==> config.mk <==
export PLATFORM = sky130hd
export DESIGN_NAME = map_query_arbiter_flat
export DESIGN_NICKNAME = d
export VERILOG_FILES = /design/src/rtl/map_query_arbiter_if.sv /design/src/rtl/map_query_arbiter.sv /design/src/flat_wrapper.sv
export SDC_FILE = /design/constraint.sdc
export NUM_CORES = 1
export LEC_CHECK = 0
export CORE_ASPECT_RATIO = 1.75
export CORE_MARGIN = 10
export CORE_UTILIZATION = 40
export CTS_CLUSTER_DIAMETER = 50
export DETAILED_ROUTE_END_ITERATION = 10
export GPL_ROUTABILITY_DRIVEN = 0
export PLACE_DENSITY_LB_ADDON = 0.08
export RECOVER_POWER = 100
export SLEW_MARGIN = 20
export SYNTH_ARGS = -nofsm -noshare
export SYNTH_HDL_FRONTEND = slang
export SYNTH_SLANG_ARGS = --single-unit
export TNS_END_PERCENT = 30
==> constraint.sdc <==
create_clock -name clk -period 1.9 [get_ports clk]
set_input_delay 0.285 -clock clk [delete_from_list [all_inputs] [get_ports clk]]
set_output_delay 0.285 -clock clk [all_outputs]
set_load 0.02 [all_outputs]
==> src/rtl/map_query_arbiter_if.sv <==
`default_nettype none
// ============================================================================
// Module   : map_query_arbiter_if
// Brief    : Requester/map bus between the movers, the arbiter and the Map.
// Revision : 1.0 - initial release
// ============================================================================
interface map_query_arbiter_if #(
  parameter int N_REQ = 4
);
  localparam int ID_W = (N_REQ > 1) ? $clog2(N_REQ) : 1;

  logic [N_REQ-1:0]    req;
  logic [N_REQ*10-1:0] pos_x;
  logic [N_REQ*9-1:0]  pos_y;
  logic [N_REQ*2-1:0]  dir;
  logic [9:0]          map_x;
  logic [8:0]          map_y;
  logic                map_is_wall;
  logic [N_REQ-1:0]    ack;
  logic                free;
  logic [ID_W-1:0]     resp_id;
  logic                busy;

  // Arbiter side.
  modport slave (
    input  req, pos_x, pos_y, dir, map_is_wall,
    output map_x, map_y, ack, free, resp_id, busy
  );

  // Requester / map side.
  modport master (
    output req, pos_x, pos_y, dir, map_is_wall,
    input  map_x, map_y, ack, free, resp_id, busy
  );
endinterface
`default_nettype wire

==> src/rtl/map_query_arbiter.sv <==
`default_nettype none
// ============================================================================
// Module   : map_query_arbiter
// Brief    : Round-robin sharing of one wall-lookup map among movers.
//            Optional macro MAP_BOUND_CHECK_EN: out-of-range targets read as blocked.
// Revision : 1.0 - initial release
// ============================================================================
module map_query_arbiter #(
  parameter int N_REQ = 4,
  parameter int STEP  = 32,
  parameter int X_MAX = 640,
  parameter int Y_MAX = 480
) (
  input  logic                clk,
  input  logic                rst,
  map_query_arbiter_if.slave  bus
);

  localparam int ID_W = (N_REQ > 1) ? $clog2(N_REQ) : 1;

  localparam logic [1:0] ST_IDLE   = 2'd0;
  localparam logic [1:0] ST_LOOKUP = 2'd1;
  localparam logic [1:0] ST_RESP   = 2'd2;

  localparam logic [1:0] DIR_UP    = 2'b00;
  localparam logic [1:0] DIR_DOWN  = 2'b01;
  localparam logic [1:0] DIR_LEFT  = 2'b10;
  localparam logic [1:0] DIR_RIGHT = 2'b11;

  localparam logic [9:0]       STEP_X   = 10'(STEP);
  localparam logic [8:0]       STEP_Y   = 9'(STEP);
  localparam logic [10:0]      X_LIM    = 11'(X_MAX);
  localparam logic [9:0]       Y_LIM    = 10'(Y_MAX);
  localparam logic [ID_W-1:0]  LAST_RST = ID_W'(N_REQ - 1);
  localparam logic [N_REQ-1:0] ONE_HOT0 = N_REQ'(1);

`ifdef MAP_BOUND_CHECK_EN
  localparam logic BOUND_CHECK = 1'b1;
`else
  localparam logic BOUND_CHECK = 1'b0;
`endif

  logic [1:0]       state_q,   state_d;
  logic [ID_W-1:0]  grant_q,   grant_d;
  logic [ID_W-1:0]  last_q,    last_d;
  logic [9:0]       map_x_q,   map_x_d;
  logic [8:0]       map_y_q,   map_y_d;
  logic             oob_q,     oob_d;
  logic [N_REQ-1:0] ack_q,     ack_d;
  logic             free_q,    free_d;
  logic [ID_W-1:0]  resp_id_q, resp_id_d;

  logic [N_REQ-1:0][9:0] tgt_x;
  logic [N_REQ-1:0][8:0] tgt_y;
  logic [N_REQ-1:0]      tgt_oob;

  logic             pick_valid;
  logic [ID_W-1:0]  pick;
  logic [ID_W-1:0]  cand;

  // Neighbour tile for every requester, computed in parallel and muxed at grant.
  for (genvar gi = 0; gi < N_REQ; gi++) begin : g_tgt
    logic [9:0] px;
    logic [8:0] py;
    logic [1:0] pd;
    logic [9:0] tx;
    logic [8:0] ty;
    logic       oob;

    assign px = bus.pos_x[gi*10 +: 10];
    assign py = bus.pos_y[gi*9 +: 9];
    assign pd = bus.dir[gi*2 +: 2];

    always_comb begin
      tx  = px;
      ty  = py;
      oob = 1'b0;
      case (pd)
        DIR_UP: begin
          ty  = py - STEP_Y;
          oob = (py < STEP_Y);
        end
        DIR_DOWN: begin
          ty  = py + STEP_Y;
          oob = (({1'b0, py} + {1'b0, STEP_Y}) >= Y_LIM);
        end
        DIR_LEFT: begin
          tx  = px - STEP_X;
          oob = (px < STEP_X);
        end
        default: begin
          tx  = px + STEP_X;
          oob = (({1'b0, px} + {1'b0, STEP_X}) >= X_LIM);
        end
      endcase
    end

    assign tgt_x[gi]   = tx;
    assign tgt_y[gi]   = ty;
    assign tgt_oob[gi] = oob;
  end

  // Search begins just past the last winner, so a repeat requester goes last.
  always_comb begin
    pick_valid = 1'b0;
    pick       = last_q;
    cand       = '0;
    for (int k = 1; k <= N_REQ; k++) begin
      cand = ID_W'((int'(last_q) + k) % N_REQ);
      if (!pick_valid && bus.req[cand]) begin
        pick_valid = 1'b1;
        pick       = cand;
      end
    end
  end

  always_comb begin
    state_d   = state_q;
    grant_d   = grant_q;
    last_d    = last_q;
    map_x_d   = map_x_q;
    map_y_d   = map_y_q;
    oob_d     = oob_q;
    ack_d     = '0;
    free_d    = free_q;
    resp_id_d = resp_id_q;
    case (state_q)
      ST_IDLE: begin
        if (pick_valid) begin
          grant_d = pick;
          map_x_d = tgt_x[pick];
          map_y_d = tgt_y[pick];
          oob_d   = tgt_oob[pick];
          state_d = ST_LOOKUP;
        end
      end
      ST_LOOKUP: begin
        free_d    = ~bus.map_is_wall & ~(BOUND_CHECK & oob_q);
        ack_d     = ONE_HOT0 << grant_q;
        resp_id_d = grant_q;
        state_d   = ST_RESP;
      end
      ST_RESP: begin
        last_d  = grant_q;
        state_d = ST_IDLE;
      end
      default: state_d = ST_IDLE;
    endcase
  end

  always_ff @(posedge clk or posedge rst) begin
    if (rst) begin
      state_q   <= ST_IDLE;
      grant_q   <= '0;
      last_q    <= LAST_RST;
      map_x_q   <= '0;
      map_y_q   <= '0;
      oob_q     <= 1'b0;
      ack_q     <= '0;
      free_q    <= 1'b0;
      resp_id_q <= '0;
    end else begin
      state_q   <= state_d;
      grant_q   <= grant_d;
      last_q    <= last_d;
      map_x_q   <= map_x_d;
      map_y_q   <= map_y_d;
      oob_q     <= oob_d;
      ack_q     <= ack_d;
      free_q    <= free_d;
      resp_id_q <= resp_id_d;
    end
  end

  assign bus.map_x   = map_x_q;
  assign bus.map_y   = map_y_q;
  assign bus.ack     = ack_q;
  assign bus.free    = free_q;
  assign bus.resp_id = resp_id_q;
  assign bus.busy    = (state_q != ST_IDLE);

endmodule
`default_nettype wire

==> src/flat_wrapper.sv <==
// flat-port wrapper written by rule: the top's interface ports become plain ports
module map_query_arbiter_flat 
#(
  parameter int N_REQ = 4,
  parameter int STEP  = 32,
  parameter int X_MAX = 640,
  parameter int Y_MAX = 480
)
  (clk, rst, bus_req, bus_pos_x, bus_pos_y, bus_dir, bus_map_is_wall, bus_map_x, bus_map_y, bus_ack, bus_free, bus_resp_id, bus_busy);
  map_query_arbiter_if #(.N_REQ(N_REQ)) bus_i ();
  input  logic clk;
  input  logic rst;
  input wire logic [$bits(bus_i.req)-1:0] bus_req;
  input wire logic [$bits(bus_i.pos_x)-1:0] bus_pos_x;
  input wire logic [$bits(bus_i.pos_y)-1:0] bus_pos_y;
  input wire logic [$bits(bus_i.dir)-1:0] bus_dir;
  input wire logic [$bits(bus_i.map_is_wall)-1:0] bus_map_is_wall;
  output wire logic [$bits(bus_i.map_x)-1:0] bus_map_x;
  output wire logic [$bits(bus_i.map_y)-1:0] bus_map_y;
  output wire logic [$bits(bus_i.ack)-1:0] bus_ack;
  output wire logic [$bits(bus_i.free)-1:0] bus_free;
  output wire logic [$bits(bus_i.resp_id)-1:0] bus_resp_id;
  output wire logic [$bits(bus_i.busy)-1:0] bus_busy;
  assign bus_i.req = bus_req;
  assign bus_i.pos_x = bus_pos_x;
  assign bus_i.pos_y = bus_pos_y;
  assign bus_i.dir = bus_dir;
  assign bus_i.map_is_wall = bus_map_is_wall;
  assign bus_map_x = bus_i.map_x;
  assign bus_map_y = bus_i.map_y;
  assign bus_ack = bus_i.ack;
  assign bus_free = bus_i.free;
  assign bus_resp_id = bus_i.resp_id;
  assign bus_busy = bus_i.busy;
  map_query_arbiter #(.N_REQ(N_REQ), .STEP(STEP), .X_MAX(X_MAX), .Y_MAX(Y_MAX)) u_core (.clk(clk), .rst(rst), .bus(bus_i));
endmodule
# Word-level counts from Yosys, hierarchy flattened
# Index checks and enable logic that the tools add are counted.
[totals]
reg_bits = 32
out_inout_bits = 27
elab_cells = 94
[classes]
addsub = 20
order_cmp = 5
eq_ne = 11
shift = 1
n_mux = 31
n_bitwise = 1
n_reduce_logical = 17
[ops]
columns = ["cell", "n"]
rows = [
  ["case mux 10 bit (2 select lines)", 4],
  ["case mux 9 bit (2 select lines)", 4],
  ["adder 10 x 6 -> 10 bit, second input constant", 4],
  ["subtractor 10 x 6 -> 10 bit, second input constant", 4],
  ["adder 9 x 6 -> 9 bit, second input constant", 4],
  ["subtractor 9 x 6 -> 9 bit, second input constant", 4],
  ["binary-select mux 10 bit (select 2 bit)", 1],
  ["binary-select mux 9 bit (select 2 bit)", 1],
  ["< comparator 2 x 3 -> 1 bit, second input constant", 5],
  ["equality test 2 x 1 -> 1 bit, second input constant", 5],
  ["equality test 2 bit, second input constant", 5],
  ["zero test 2 bit", 5],
  ["2-to-1 mux 10 bit", 1],
  ["2-to-1 mux 2 bit", 5],
  ["2-to-1 mux 9 bit", 1],
  ["binary-select mux 1 bit (select 2 bit)", 4],
  ["2-to-1 mux 1 bit", 8],
  ["OR reduction 2 bit", 4],
  ["adder 2 x 1 -> 2 bit, second input constant", 2],
  ["adder 2 bit, second input constant", 2],
  ["2-to-1 mux 4 bit", 1],
  ["case mux 2 bit (2 select lines)", 1],
  ["left shift 1 x 2 -> 4 bit, first input constant", 1],
  ["logical AND 1 bit", 3],
  ["other kinds (5)", 7],
]

# Logic depth before layout (Yosys ltp)
[depth]
ltp_word = 15
depth_mapped = 10
mapped_depth_nobuf = 9

# Worst setup path after synthesis
# No wires, ideal clock.
[synth_path]
kind = "input to register"
start = "input port bus_dir[7]"
end = "register u_core.map_x_q[9], in the netlist u_core.bus.map_x[9]"
arrival_ps = 1793
required_time_ps = 1796
setup_slack_ps = 3
cell_stages = 10
path_cell_list = "buf_2 > nand2b_1 > xnor2_1 > ha_1 > and2_1 > a32o_1 > nand2_1 > xor2_1 > and3_1 > o41ai_2"
[synth_between]
elab_chain_len = 5
word_cells_on_any_way = 7
cone_classes = "eq/ne (2); mux (3); reduce/logical (2)"
[synth_lines]
columns = ["element", "line", "text"]
rows = [
  ["from (decl)", "flat_wrapper.sv:16", "input wire logic [$bits(bus_i.dir)-1:0] bus_dir;"],
  ["equality test 2 x 1 -> 1 bit / zero test 2 bit (equally long branches)", "--", ""],
  ["OR reduction 2 bit (no line)", "--", ""],
  ["case mux 10 bit (2 select lines) *", "map_query_arbiter.sv:78", "case (pd)"],
  ["binary-select mux 10 bit (select 2 bit) *", "map_query_arbiter.sv:131", "map_x_d = tgt_x[pick];"],
  ["2-to-1 mux 10 bit (implied by the code) *", "map_query_arbiter.sv:131", ""],
  ["to (signal assigned)", "map_query_arbiter.sv:166", "map_x_q <= map_x_d;"],
  ["to (decl)", "map_query_arbiter.sv:46", "logic [9:0] map_x_q, map_x_d;"],
]
# Mark *: on every way between the ends. The rest lies on a longest branch, timed or not. The select of a mux whose other input is x is not followed.
# A chain may end at the register's enable or synchronous reset.

# Worst setup path in the final report
[layout_path]
start = "input port bus_pos_y[7]"
end = "register u_core.map_y_q[8], in the netlist u_core.bus.map_y[8]"
[layout_between]
elab_chain_len = 4
word_cells_on_any_way = 5
cone_classes = "add/sub (2); mux (3)"
[layout_lines]
columns = ["element", "line", "text"]
rows = [
  ["from (decl)", "flat_wrapper.sv:15", "input wire logic [$bits(bus_i.pos_y)-1:0] bus_pos_y;"],
  ["adder 9 x 6 -> 9 bit / subtractor 9 x 6 -> 9 bit (equally long branches)", "map_query_arbiter.sv:84, map_query_arbiter.sv:80", ""],
  ["case mux 9 bit (2 select lines) *", "map_query_arbiter.sv:78", ""],
  ["binary-select mux 9 bit (select 2 bit) *", "map_query_arbiter.sv:132", "map_y_d = tgt_y[pick];"],
  ["2-to-1 mux 9 bit (implied by the code) *", "map_query_arbiter.sv:132", ""],
  ["to (signal assigned)", "map_query_arbiter.sv:167", "map_y_q <= map_y_d;"],
  ["to (decl)", "map_query_arbiter.sv:47", "logic [8:0] map_y_q, map_y_d;"],
]
# Marks and branches as above.

==> flow_metrics.py <==
metrics = {
    "run_status": {
        "status": "finished with violations",
        "violations": "negative setup slack",
    },
    "power": {
        "p_sw_share_pct": 39.8,
        "switchingPower_mw": 2.45,
        "p_int_mw": 3.70,
        "p_per_area_mw_per_mm2": 1200,
        "pwr-share-clk_pct": 15.9,
        "p_leak_nw": 2.24,
        "ir_worst_vdd_v": 0.000643,
        "power_frac_comb_pct": 64.1,
        "power_frac_seq_pct": 20.0,
    },
    "global_route": {
        "grt_max_degree": 33,
        "grt_pass1_vias": 3338,
        "grt.overflow.total": 0,
        "grt_pass1_wl_mm": 16.0,
        "grt_usage_pct": 17.0,
        "grt_antenna_before_repair": 0,
    },
    "clock_network": {
        "numCtsBuffers": 5,
        "path_clk_slew_ns": 0.05,
        "clock_path_buffers": 2,
        "cts_tree": "built",
        "htree_levels": 2,
        "worstSkewPairLatency_ns": 0.28,
        "hold_buffers": 0,
        "clock-sinks": 32,
        "cts_root_buf": "clkbuf_16",
    },
    "timing": {
        "maxSlewHeadroom_pct": 46.4,
        "tightest_slew_ns": 0.804,
        "setup_tns_ns": -0.0963,
        "rsz0062_at_grt": "yes",
        "fmax_mhz": 510,
        "hold_violations": 0,
        "finalMaxSlewViolations": 0,
        "setup_slack_ns": -0.0596,
        "fin_crit_sh_pct": 103,
        "period_minus_slack_ns": 1.96,
        "setup_viol": 2,
        "finalClockSkew_ns": 0.00363,
    },
    "synthesis": {
        "synth_cells": 322,
        "synth_most_common_cell": "nand2_1",
        "synth_top_area_cell": "dfrtp_1",
        "yosysWarnings": 0,
        "async_reset_ff_share_pct": 100,
        "synth_area_leaders": "dfrtp_1 25%, mux2i_1 9.9%, xnor2_1 6.1%",
        "syn_area_per_cell_sq_um": 9.38,
        "synth_edf_count": 0,
        "yosysSeqAreaShare_pct": 26.6,
        "yosysUniqueCellTypes": 56,
        "synth_flop_cell": "dfrtp_1",
        "yosys-top-cells-count": "32 x nand2_1, 30 x dfrtp_1, 30 x mux2i_1, 21 x nor2_1, 21 x xnor2_1",
        "synth_seq_cells": 32,
        "synth_nets": 429,
        "synth_area_sq_mm": 0.00302,
        "netlist.area_leader.share_pct": 24.8,
    },
    "cells_and_area": {
        "nets": 598,
        "final_cell_area_sq_mm": 0.00511,
        "area_growth_pct": 69.2,
        "drive_gt1_share_pct": 30.1,
        "finish.utilization_pct": 70.2,
        "final_cells": 578,
        "antenna_cells": 0,
    },
    "worst_setup_path": {
        "setup.worst_path.end_class": "flip-flop",
        "critPathTopFamily": "compound AO/OA/AOI/OAI gates",
        "cp_slowest_cell": "clkdlybuf4s50_1",
        "critPathLaunchType": "input port",
        "cp_slowest_stage_delay_ns": 0.55,
        "worstSetupPathType": "input port to flip-flop",
        "path_cells": "clkdlybuf4s50_1 > ha_4 > a21oi_2 > a21oi_1 > a31o_2 > xnor2_2 > mux2i_1 > a221o_1",
        "path_buf_inv": 1,
        "arrival_ns": 2.12,
        "worstPathRequired_ns": 2.06,
        "worstPathMaxFanout": 3,
    },
    "die": {
        "chipWidth_microns": 85.7,
        "top_level_ports": 118,
        "initial_core_util_pct": 41.5,
        "rows": 41,
        "core_area_sq_mm": 0.00728,
        "die_height_microns": 135,
        "dieArea_sq_mm": 0.0116,
    },
    "placed_design": {
        "placedInstanceArea_sq_mm": 0.00465,
        "dp_hpwl_mm": 8.28,
        "dp_cells": 568,
        "numPortBuffers": 117,
    },
    "route": {
        "first_pass_iters": 4,
        "drc_errors": 0,
        "antenna_left": 0,
        "vias": 3050,
        "routedWlPerCell_microns": 17.3,
        "drt_iter0_drc": 50,
        "wl_mm": 10.0,
        "drt-vias-per-instance": 5.28,
    },
    "hold_path": {
        "hold_class": "flip-flop to flip-flop",
    },
    "run": {
        "max-cap-violations": 0,
    },
}
stage by stage:
step / hold WS [ns] / worst slack (ns) / total power, mW
6_report: 0.472 / -0.0596 / 6.15
5_1_grt: 0.507 / -0.110 / 6.56
4_1_cts: 0.432 / -0.0511 / 6.14
3_5_place_dp: 0.468 / -0.654 / 5.06
3_3_place_gp: 0.460 / -0.602 / 5.00
2_1_floorplan: 0.397 / 0.00343 / 3.53
worst min-delay path, stage by stage, from the launching register on:
cell and delay (ns):
dfrtp_1 0.33, nand2_1 0.06, o21ai_2 0.05
flip-flops by register name, indices dropped and copies added (netlist names):
signal              flops
u_core.bus.ack          4
u_core.bus.free         1
u_core.bus.map_x       10
u_core.bus.map_y        9
u_core.bus.resp_id      2
u_core.grant_q          2
u_core.last_q           2
u_core.state_q          2
cell families (layout without fill, tap and decap cells):
group,after synthesis,in the layout,synth area share [%]
XOR/XNOR,31,31,8.99
AO/OA/AOI/OAI,67,67,16.9
AND/OR/NAND/NOR,112,112,19.4
multiplexers,44,44,15.3
adder cells (fa/ha/maj),16,16,7.62
buffers and inverters,20,190,5.22
flip-flops,32,32,26.6
power by group through the flow:
| stage | clock (mW) | sequential [mW] | combinational (mW) |
|---|---|---|---|
| after floorplan | 0 | 1.53 | 2.00 |
| after global placement | 0 | 1.24 | 3.77 |
| after detailed placement | 0 | 1.25 | 3.81 |
| after CTS | 0.990 | 1.24 | 3.90 |
| after global routing | 1.02 | 1.28 | 4.25 |
| final | 0.978 | 1.23 | 3.95 |
final timing paths:
kind,end,slack [ns],startpoint,cells after the start
worst max-delay path,u_core.bus.map_y[8],-0.06,bus_pos_y[7],8
max in group asynchronous,u_core.bus.map_x[1],0.69,rst,3
worst max register to register,u_core.bus.map_y[8],-0.02,u_core.last_q[1],7
worst min register to register,u_core.bus.map_y[1],0.47,u_core.bus.map_y[1],2
worst min-delay path,u_core.bus.map_y[1],0.47,u_core.bus.map_y[1],2
min in group asynchronous,u_core.bus.resp_id[1],0.70,rst,3
layout make-up:
cell class | instances | area (sq um)
Clock buffer | 7 | 153
Clock inverter | 1 | 30.0
Fill cell | 593 | 2170
Inverter | 4 | 15.0
Multi-Input combinational cell | 270 | 2330
Sequential cell | 32 | 803
Tap cell | 86 | 108
Timing Repair Buffer | 178 | 1670
placed cells by master (no fill, tap or decap), types with 6 or more instances in the layout:
cell type,Yosys,routed
dfrtp_1,30,30
buf_4,1,53
nand2b_1,13,6
xnor2_1,21,16
dlygate4sd2_1,0,6
nand2b_4,0,7
dlygate4sd3_1,0,28
nor3_1,10,7
clkdlybuf4s50_1,0,78
ha_1,12,7
o21ai_0,10,6
a21oi_1,12,9
mux2i_1,30,30
nand2_1,32,32
nor2_1,21,20
o21ai_2,11,12
xor2_1,10,10
mux2_2,13,9
per-layer routing:
| layer | share of wire, % | global-route usage (%) | vias up |
|---|---|---|---|
| li1 | - | - | 1523 |
| met1 | 34 | 15.4 | 1440 |
| met2 | 59 | 34.6 | 74 |
| met3 | 4.3 | 2.89 | 13 |
| met4 | 2.5 | 7.26 | 0 |
| met5 | 0 | 0 | - |
what timing repair did:
item	CTS	global route
setup endpoints to repair	14	19
pin swaps	13	16
resized for setup	42	28
setup buffers	0	2
No activity file was read; power rests on OpenSTA's default activity.
